--- src/rtl/micro_sequencer.sv ---
// Microprogram sequencer: computes the next control address (CAR) from a small op set.
// Optional return stack for CALL/RET is enabled by defining MICRO_SEQ_STACK_EN.
module micro_sequencer #(
  parameter int CAR_W     = 11,
  parameter int OP_W      = 7,
  parameter int NCOND     = 8,
  parameter int STK_DEPTH = 4
) (
  input  logic                         CLK,
  input  logic                         RST,
  input  logic [2:0]                   NEXT_SEL,
  input  logic [CAR_W-1:0]             JADDR,
  input  logic [NCOND-1:0]             COND,
  input  logic [$clog2(NCOND)-1:0]     CSEL,
  input  logic                         CPOL,
  input  logic [OP_W-1:0]              OPCODE,
  input  logic                         MEM_REQ,
  input  logic                         MEM_RDY,
  output logic [CAR_W-1:0]             CAR,
  output logic                         STALL,
  output logic [$clog2(STK_DEPTH):0]   STK_LVL,
  output logic                         STK_ERR
);

  localparam int LVL_W = $clog2(STK_DEPTH) + 1;

  typedef enum logic [2:0] {
    OP_INC  = 3'b000,
    OP_JMP  = 3'b001,
    OP_CJMP = 3'b010,
    OP_MAP  = 3'b011,
    OP_CALL = 3'b100,
    OP_RET  = 3'b101,
    OP_HOLD = 3'b110,
    OP_ZERO = 3'b111
  } nextOp_e;

  logic [CAR_W-1:0] carQ, carD;
  logic [CAR_W-1:0] carInc;
  logic [CAR_W-1:0] mapAddr;
  logic             taken;

  assign STALL   = MEM_REQ & ~MEM_RDY;
  assign carInc  = carQ + CAR_W'(1);
  assign taken   = COND[CSEL] ^ CPOL;
  // Each opcode owns an aligned block of eight microwords.
  assign mapAddr = CAR_W'({OPCODE, 3'b000});
  assign CAR     = carQ;

`ifdef MICRO_SEQ_STACK_EN
  localparam int IDX_W = (STK_DEPTH > 1) ? $clog2(STK_DEPTH) : 1;

  logic [CAR_W-1:0] stkQ [STK_DEPTH];
  logic [LVL_W-1:0] lvlQ, lvlD;
  logic             errQ, errD;
  logic             push;
  logic [IDX_W-1:0] pushIdx, popIdx;

  assign pushIdx = IDX_W'(lvlQ);
  assign popIdx  = IDX_W'(lvlQ - LVL_W'(1));
  assign STK_LVL = lvlQ;
  assign STK_ERR = errQ;

  // Stack entries carry no reset; occupancy alone decides what is valid.
  always_ff @(posedge CLK) begin
    if (push) begin
      stkQ[pushIdx] <= carInc;
    end
  end

  always_ff @(posedge CLK or negedge RST) begin
    if (!RST) begin
      lvlQ <= '0;
      errQ <= 1'b0;
    end else begin
      lvlQ <= lvlD;
      errQ <= errD;
    end
  end
`else
  assign STK_LVL = '0;
  assign STK_ERR = 1'b0;
`endif

  always_ff @(posedge CLK or negedge RST) begin
    if (!RST) begin
      carQ <= '0;
    end else begin
      carQ <= carD;
    end
  end

  always_comb begin
    carD = carQ;
`ifdef MICRO_SEQ_STACK_EN
    lvlD = lvlQ;
    errD = errQ;
    push = 1'b0;
`endif
    if (!STALL) begin
      case (nextOp_e'(NEXT_SEL))
        OP_INC:  carD = carInc;
        OP_JMP:  carD = JADDR;
        OP_CJMP: carD = taken ? JADDR : carInc;
        OP_MAP:  carD = mapAddr;
`ifdef MICRO_SEQ_STACK_EN
        OP_CALL: begin
          if (lvlQ == LVL_W'(STK_DEPTH)) begin
            errD = 1'b1;
            carD = carInc;
          end else begin
            push = 1'b1;
            lvlD = lvlQ + LVL_W'(1);
            carD = JADDR;
          end
        end
        OP_RET: begin
          if (lvlQ == '0) begin
            errD = 1'b1;
            carD = carInc;
          end else begin
            lvlD = lvlQ - LVL_W'(1);
            carD = stkQ[popIdx];
          end
        end
`else
        OP_CALL: carD = carInc;
        OP_RET:  carD = carInc;
`endif
        OP_HOLD: carD = carQ;
        OP_ZERO: carD = '0;
        default: carD = carQ;
      endcase
    end
  end

endmodule

--- config.mk ---
export PLATFORM = sky130hd
export DESIGN_NAME = micro_sequencer
export DESIGN_NICKNAME = d
export VERILOG_FILES = /design/src/rtl/micro_sequencer.sv
export SDC_FILE = /design/constraint.sdc
export NUM_CORES = 1
export LEC_CHECK = 0
export BUFFER_PORTS_ARGS = -buffer_cell sky130_fd_sc_hd__buf_2
export CORE_MARGIN = 5
export CORE_UTILIZATION = 45
export DETAILED_ROUTE_END_ITERATION = 12
export GPL_ROUTABILITY_DRIVEN = 0
export HOLD_SLACK_MARGIN = 0.12
export PLACE_DENSITY = 0.77
export SETUP_SLACK_MARGIN = 0.3
export SLEW_MARGIN = 20
export SYNTH_ARGS = -nofsm -noshare
export SYNTH_HDL_FRONTEND = slang
export SYNTH_SLANG_ARGS = --single-unit
--- constraint.sdc ---
create_clock -name CLK -period 3.05 [get_ports CLK]
set_input_delay 0.1525 -clock CLK [delete_from_list [all_inputs] [get_ports CLK]]
set_output_delay 0.1525 -clock CLK [all_outputs]
set_load 0.1 [all_outputs]
# == Yosys cells after proc, flatten, opt, wreduce, memory -nomap -nowiden ==
# Cells that the tools add are included.
# classes
n_mux,4
n_eq_ne,7
bitwise,5
order_cmp,1
n_addsub,1
reduce_logical,3
# op_table
op,count
11-bit case mux with 5 select lines,1
3-bit equality test (second input constant),4
11-bit by 1-bit adder with 11-bit output (second input constant),1
11-bit 2-to-1 mux,1
3-bit by 2-bit equality test with 1-bit output (second input constant),2
3-bit by 4-bit < comparator with 1-bit output (second input constant),1
1-bit binary-select mux with 3-bit select,1
3-bit by 1-bit equality test with 1-bit output (second input constant),1
3-bit logical NOT,1
1-bit inverter,3
3-bit OR reduction,1
2-bit AND reduction,1
1-bit bitwise AND,1
1-bit 2-to-1 mux,1
1-bit XOR,1
# word_totals
regBits,11
out_inout_bits,16
wordCells,22

# == Longest topological paths before layout ==
# Gate-level depths: netlist of run 1.
# depth
ltp_word,5
mapped_depth,8
mapped_depth_nobuf,6

# == Worst setup path after synthesis of run 1 ==
# Ideal clock, no wire load.
# synth_path
path_type,register -> register
startpoint,register carQ[0] (netlist: CAR[0])
endpoint,register carQ[10] (netlist: CAR[10])
path_buffers,0
arrival_time_ps,2332
path_stages_with_launch,7
required_time_ps,2911
setup_slack_ps,579
period_less_slack_ps,2471
path_cell_list,dfrtp_1 > ha_1 > nand3_1 > or3_1 > o21a_1 > o211ai_2 > o221ai_1
# synth_via
elab_chain_len,3
# synth_rtl
item,line,text
from (decl),38,"logic [CAR_W-1:0] carQ, carD;"
from (signal assigned),89,carQ <= carD;
11-bit by 1-bit adder with 11-bit output (*),44,assign carInc = carQ + CAR_W'(1);
11-bit 2-to-1 mux,104,OP_CJMP: carD = taken ? JADDR : carInc;
11-bit case mux with 5 select lines (*),101,case (nextOp_e'(NEXT_SEL))
# Mark *: on every way between the ends. The rest lies on a longest branch, timed or not.
# A chain may end at the register's enable or synchronous reset.

# == Worst setup path in the final report of run 1 ==
# Ends and elaborated chain as after synthesis.

==> out/metrics.yaml, run 1 <==
detailedRoute.firstIterationViolations: 87
setup_total_negative_slack_ns: 0
synth.ff_latch_count: 11
critical_path_class: "reg -> reg"
critPathBufInv: 0
drt-total-wl_mm: 3.50
seq_power_share_pct: 26.4
drt-pass1-iter-count: 4
synthesis.area_um2: 1170
gr-total-overflow: 0
antenna_cells_inserted: 0
fin_worst_skew_ns: 0.00393
yosys_most_used_dff: "sky130_fd_sc_hd__dfrtp_1"
rsz0062_at_grt: "false"
power-per-cell-area_nw_per_um2: 584
timing.slew.headroom_pct: 44.2
finalInstanceArea_um2: 1460
largest_reg_flops: 11
grt_max_degree: 16
cts_setup_buffers: 0
die_footprint_um2: 3730
floorplan.initialDensity_pct: 47.4
tightest_slew_ns: 0.831
synth.top_cells.by_count: "19 x sky130_fd_sc_hd__nand2_1, 15 x sky130_fd_sc_hd__o21ai_0, 11 x sky130_fd_sc_hd__dfrtp_1"
grt_pass1_wl_mm: 5.60
clock_tree.htree_level_count: 1
cts-root-buf: "sky130_fd_sc_hd__clkbuf_4"
die_h_um: 61.1
critical_path.reg2reg.endpoint: "CAR[10]"
total_nets_final: 236
timing.max_cap.violations: 0
switching_power_uw: 503
synth_most_common_cell: "sky130_fd_sc_hd__nand2_1"
switching_share_pct: 59.0
leakage_nw: 0.645
synth_async_sr_flop_share_pct: 100
clock_power_share_pct: 12.3
cell_internal_pwr_uw: 349
synth_enable_flop_cells: 0
vdd_ir_drop_max_uv: 441
route.detailed.drc: 0
floorplan.die.width_um: 61.1
clk_path_buf_depth: 2
critical_path.endpoint_type: "register"
crit_path_top_delay_cell: "sky130_fd_sc_hd__or3_1"
worst-r2r-setup-slack_ns: 1.10
n_fill_cell: 235
synthCells: 149
worst_ep_required_time_ns: 3.19
numClockSinks: 11
highest_clock_rate_mhz: 513
cts_tree: "yes"
synth_warnings: 0
dpl-instance-area_um2: 1420
mean_instance_size_in_the_synthesized_netlist_um2: 7.88
vias: 1407
timing.final.setup_violations: 0
clk_transition_reported_paths_ns: 0.07
num_rows: 18
core_um2: 2480
whs_ns: 0.137
whs_path_depth: 3
cp-start-kind: "register"
ys_seq_area_share_pct: 23.5
path_cells: "ha_1 -> nand3_1 -> or3_1 -> o21a_1 -> o211ai_2 -> o221ai_1"
routed_via_density: 6.20
timing.reg2reg.worst_path_depth: 6
drt.antenna.violating_nets: 0
synth_top_area_share_pct: 23.5
drive_gt1_share_pct: 32.5
critical_path.top_delay_family: "simple AND/OR/NAND/NOR gates"
worstHoldStart: "JADDR[0]"
layout_min_cycle_time_ns: 1.95
timing.critical_path.arrival_ns: 2.10
antenna_violations_before_repair: 0
comb_power_share_pct: 61.3
numPortBuffers: 48
grtUsageTotal_pct: 19.6
regToRegStartpoint: "CAR[0]"
synth_cell_types: 46
insertion_delay_ns: 0.27
critPathMaxStageDelay_ns: 0.50
class_of_the_tightest_hold_or_removal_check: "in -> reg"
routedWlPerCell_um: 15.4
final_hold_viol_count: 0
count_of_pins_over_their_slew_limit: 0
first_global_vias: 1300
finalNonFillerCells: 227
cts-buffers-inserted: 3
critical_path_maximum_fanout: 5
place.detailed.hpwl_mm: 2.73
period_share_pct: 64.0
hold_end: "CAR[0]"
numPlacedInstances: 222
yosysTopAreaCell: "sky130_fd_sc_hd__dfrtp_1"
outcome: "finished clean"
num_io_pins: 53
area_growth_syn_to_layout_pct: 24.4
ys_top_cells_by_area: "sky130_fd_sc_hd__dfrtp_1 23%, sky130_fd_sc_hd__o21ai_0 6.4%, sky130_fd_sc_hd__nand2_1 6.1%, sky130_fd_sc_hd__mux2_1 3.8%, sky130_fd_sc_hd__nand3_1 3.4%"
==> worst min-delay path: stages <==
cell                       delay, ns
sky130_fd_sc_hd__buf_2          0.09
sky130_fd_sc_hd__nand2_1        0.05
sky130_fd_sc_hd__o211ai_1       0.07
==> layer usage <==
metal | vias up | global-route usage, % | routed length [µm]
li1 | 666 | - | -
met1 | 643 | 26.7 | 1430
met2 | 92 | 31.1 | 1620
met3 | 6 | 2.94 | 391
met4 | 0 | 8.05 | 51
met5 | - | 0 | 0
==> layout make-up <==
type,instances,area [µm²],share of cell area (%)
Clock buffer,4,26.3,1.80
Sequential cell,11,275,18.9
Timing Repair Buffer,51,265,18.2
Tap cell,30,37.5,2.57
Inverter,3,11.3,0.771
Multi-Input combinational cell,128,845,57.8
==> how the worst max path moves through the flow <==
stage             from      end  depth (start not counted)  slack, ns
2_1_floorplan   CAR[0]  CAR[10]                          6       0.58
3_3_place_gp   CSEL[0]   CAR[7]                          6       1.01
3_5_place_dp   CSEL[0]   CAR[7]                          6       0.93
4_1_cts         CAR[0]  CAR[10]                          6       1.11
5_1_grt         CAR[0]   CAR[8]                          6       0.97
6_report        CAR[0]  CAR[10]                          6       1.10
==> metrics by stage <==
step                      total power, mW  util (%)  setup WS [ns]
after floorplan                     0.639         -          0.579
after global placement              0.738      57.5           1.01
after detailed placement            0.747      57.5          0.934
after CTS                           0.852      58.9           1.11
after global routing                0.893      58.9          0.970
final                               0.852      58.9           1.10
==> what timing repair did <==
item	4_1_cts	5_1_grt
resized for setup	0	0
hold buffers	1	0
endpoints found under the hold margin	11	0
==> cell families after synthesis <==
logic type,share of synthesized area (%)
and+or+nand+nor,26.0
buffers and inverters,5.54
DFF,23.5
xor gates and xnor gates,3.52
muxes,8.74
adders and majority gates,1.07
AOI/OAI and AO/OA,31.3
other,0.320
==> power groups by stage <==
stage | registers (mW) | clock network [mW] | logic, mW
floorplan | 0.459 | 0 | 0.180
global placement | 0.224 | 0 | 0.515
detailed placement | 0.226 | 0 | 0.520
CTS | 0.224 | 0.106 | 0.522
global route | 0.229 | 0.115 | 0.549
finish | 0.225 | 0.105 | 0.522
==> cells in the final DEF, fill, tap and decap left out, drive strengths merged, types with 2 or more instances in the layout <==
master,n
mux2i,2
nor3,2
clkbuf,4
conb,4
o211ai,6
dfrtp,11
o2111ai,4
a311oi,2
nor4,3
or3,4
nand3b,2
nand2b,3
nand2,20
nor2,10
a2bb2oi,4
o221ai,4
nand3,8
mux2,5
nor2b,2
a31oi,6
o21ai,15
xor2,2
inv,3
buf,50
a21oi,5
Note: power is estimated with default switching activity, not from simulation.
==> inputs of run 2 (changes only) <==
- CORE_UTILIZATION: 45 -> 42
- PLACE_DENSITY: 0.77 -> 0.76
- clock period: 3.05 -> 1.6 ns (I/O delays scaled with it)
==> run 2 against run 1 <==
The flow now finishes with violations (setup timing). Flip-flop and latch count did not move. Clock-buffer cell count did not move. Clock skew grew 0.0037 ns. Via count is 9.5% higher. Register-to-register slack got worse by 1.1 ns. First-iteration DRC count rose by 46%. Clock power up 80%. Wire length grew 27%. Critical path type is now in -> reg. Worst setup slack worse by 1.1 ns.
==> out/metrics.yaml, run 2 (synthesis gave the netlist of run 1 again) <==
outcome: "finished, violations left"
failing_checks: "setup timing"
routed_via_density: 6.16  # -0.62%
switching_power_mw: 1.08  # +120%
layout.cells.most_common: "sky130_fd_sc_hd__buf_2"
critPathBufInv: 3  # +3
timing.max_cap.violations: 0  # unchanged
drt-pass1-iter-count: 5  # +1
fin_worst_skew_ns: 0.00763  # +0.00370 ns
grt_pass1_wl_mm: 7.42  # +33%
insertion_delay_ns: 0.27  # about the same
detailedRoute.firstIterationViolations: 127  # +46%
critical_path.startpoint: "CSEL[0]"
die_h_um: 62.9  # +2.9%
place.detailed.hpwl_mm: 3.13  # +15%
numClockSinks: 11  # unchanged
cell_internal_pwr_uw: 852  # +140%
period_share_pct: 103
finalNonFillerCells: 250  # +10%
num_rows: 19  # +1
critical_path_class: "in -> reg"
n_fill_cell: 208  # -11%
drt-total-wl_mm: 4.45  # +27%
final.setup.worst_slack_ns: -0.0464  # -1.15 ns
cts-buffers-inserted: 3  # unchanged
routedWlPerCell_um: 17.8  # +16%
antenna_cells_inserted: 0  # unchanged
class_of_the_tightest_hold_or_removal_check: "in -> reg"
route.detailed.drc: 0  # unchanged
gr-total-overflow: 0  # unchanged
seq_power_share_pct: 24.5  # -1.9 points
path_cells: "buf_8 -> mux2_4 -> mux4_2 -> buf_6 -> xor2_4 -> buf_4 -> a21oi_4 -> o211ai_1"
floorplan.initialDensity_pct: 43.3  # -4.1 points
rsz0062_at_grt: "true"
drt.antenna.violating_nets: 0  # unchanged
floorplan.die.width_um: 62.9  # +2.9%
numPortBuffers: 48  # unchanged
clock_power_share_pct: 9.8  # -2.5 points
first_global_vias: 1559  # +20%
critical_path_maximum_fanout: 5  # unchanged
leakage_nw: 0.797  # +24%
grt_max_degree: 16  # unchanged
switching_share_pct: 56.0  # -3.1 points
area_growth_syn_to_layout_pct: 66.2
critical_path.endpoint_type: "register"
vdd_ir_drop_max_uv: 835  # +90%
power-per-cell-area_nw_per_um2: 992  # +70%
highest_clock_rate_mhz: 607
num_io_pins: 53  # unchanged
worstHoldStart: "JADDR[9]"
worst_ep_required_time_ns: 1.75  # -1.44 ns
clock_tree.htree_level_count: 1  # unchanged
count_of_pins_over_their_slew_limit: 0  # unchanged
core_um2: 2710  # +9.4%
clk_path_buf_depth: 2  # unchanged
cts_tree: "yes"
drive_gt1_share_pct: 56.6  # +24 points
critPathMaxStageDelay_ns: 0.50  # about the same
critical_path.top_delay_family: "multiplexers"
final_hold_viol_count: 0  # unchanged
numPlacedInstances: 232  # +4.5%
layout_min_cycle_time_ns: 1.65
timing.critical_path.arrival_ns: 1.80  # -0.30 ns
cp-start-kind: "input pin"
die_footprint_um2: 3950  # +5.9%
timing.final.setup_violations: 4  # +4
regToRegStartpoint: "CAR[0]"
comb_power_share_pct: 65.7  # +4.4 points
vias: 1540  # +9.5%
largest_reg_flops: 11  # unchanged
cts-root-buf: "sky130_fd_sc_hd__clkbuf_4"
grtUsageTotal_pct: 22.8  # +3.2 points
clk_transition_reported_paths_ns: 0.07  # about the same
antenna_violations_before_repair: 0  # unchanged
crit_path_top_delay_cell: "sky130_fd_sc_hd__mux4_2"
most-common-layout-cells: "44 x sky130_fd_sc_hd__buf_2, 19 x sky130_fd_sc_hd__nand2_1, 15 x sky130_fd_sc_hd__buf_4"
setup_total_negative_slack_ns: -0.142  # -0.142 ns
total_nets_final: 258  # +9.3%
==> run 2: power groups by stage <==
stage,clock [mW],combinational (mW),sequential [mW]
3_5_place_dp,0,1.06,0.470
6_report,0.189,1.27,0.474
5_1_grt,0.213,1.33,0.488
3_3_place_gp,0,1.04,0.464
2_1_floorplan,0,0.370,0.916
4_1_cts,0.195,1.21,0.464
==> run 2: what timing repair did <==
action | in CTS | in global routing
endpoints found under the hold margin | 14 | 0
endpoints found under the setup margin | 12 | 14
hold buffers | 4 | 0
gates cloned | 2 | 0
setup buffers | 6 | 2
pin swaps | 15 | 2
gates resized for setup | 26 | 16
==> run 2: path summary, 6_finish.rpt <==
check / to / slack [ns] / cells past startpoint
setup / recovery: CAR[0] / -0.05 / 8
hold / removal: CAR[9] / 0.12 / 3
setup reg to reg: CAR[10] / 0 / 6
hold reg to reg: CAR[4] / 0.63 / 2
max in group asynchronous: CAR[3] / 1.17 / 2
min in group asynchronous: CAR[0] / 0.20 / 2
==> run 2: per-layer routing <==
metal  wire length [µm]  share of wire (%)  global-route usage (%)
met1               1750                 39                    27.7
met2               2260                 51                    39.1
met3                361                8.1                    3.96
met4                 78                1.8                    9.55
met5                  0                  0                       0
==> run 2: area by class of cell <==
cell class	count	area [µm²]	area share [%]
sequential	11	297	15.2
tap	31	38.8	1.99
timing repair buffer	71	472	24.2
clock buffer	4	26.3	1.35
multi-input combinational	130	1100	56.5
inverter	3	15.0	0.770
==> run 2: worst reg2reg max path: cells and delay by family (launching register included) <==
family / cells / cell delay, ns
compound gates: 3 / 0.43
fa+ha+maj: 1 / 0.15
flops: 1 / 0.44
simple gates: 2 / 0.45
==> run 2: stage by stage <==
step / instance area (µm²) / hold slack [ns] / setup slack (ns) / power [mW] / util (%)
after floorplan: 1290 / -0.216 / -0.225 / 1.29 / -
after global placement: 1600 / -0.0395 / -0.280 / 1.51 / 58.9
after detailed placement: 1600 / -0.0339 / -0.347 / 1.53 / 58.9
after CTS: 1860 / 0.141 / 0.00883 / 1.86 / 68.8
after global routing: 1950 / 0.108 / -0.0862 / 2.03 / 72.0
final: 1950 / 0.125 / -0.0464 / 1.94 / 72.0
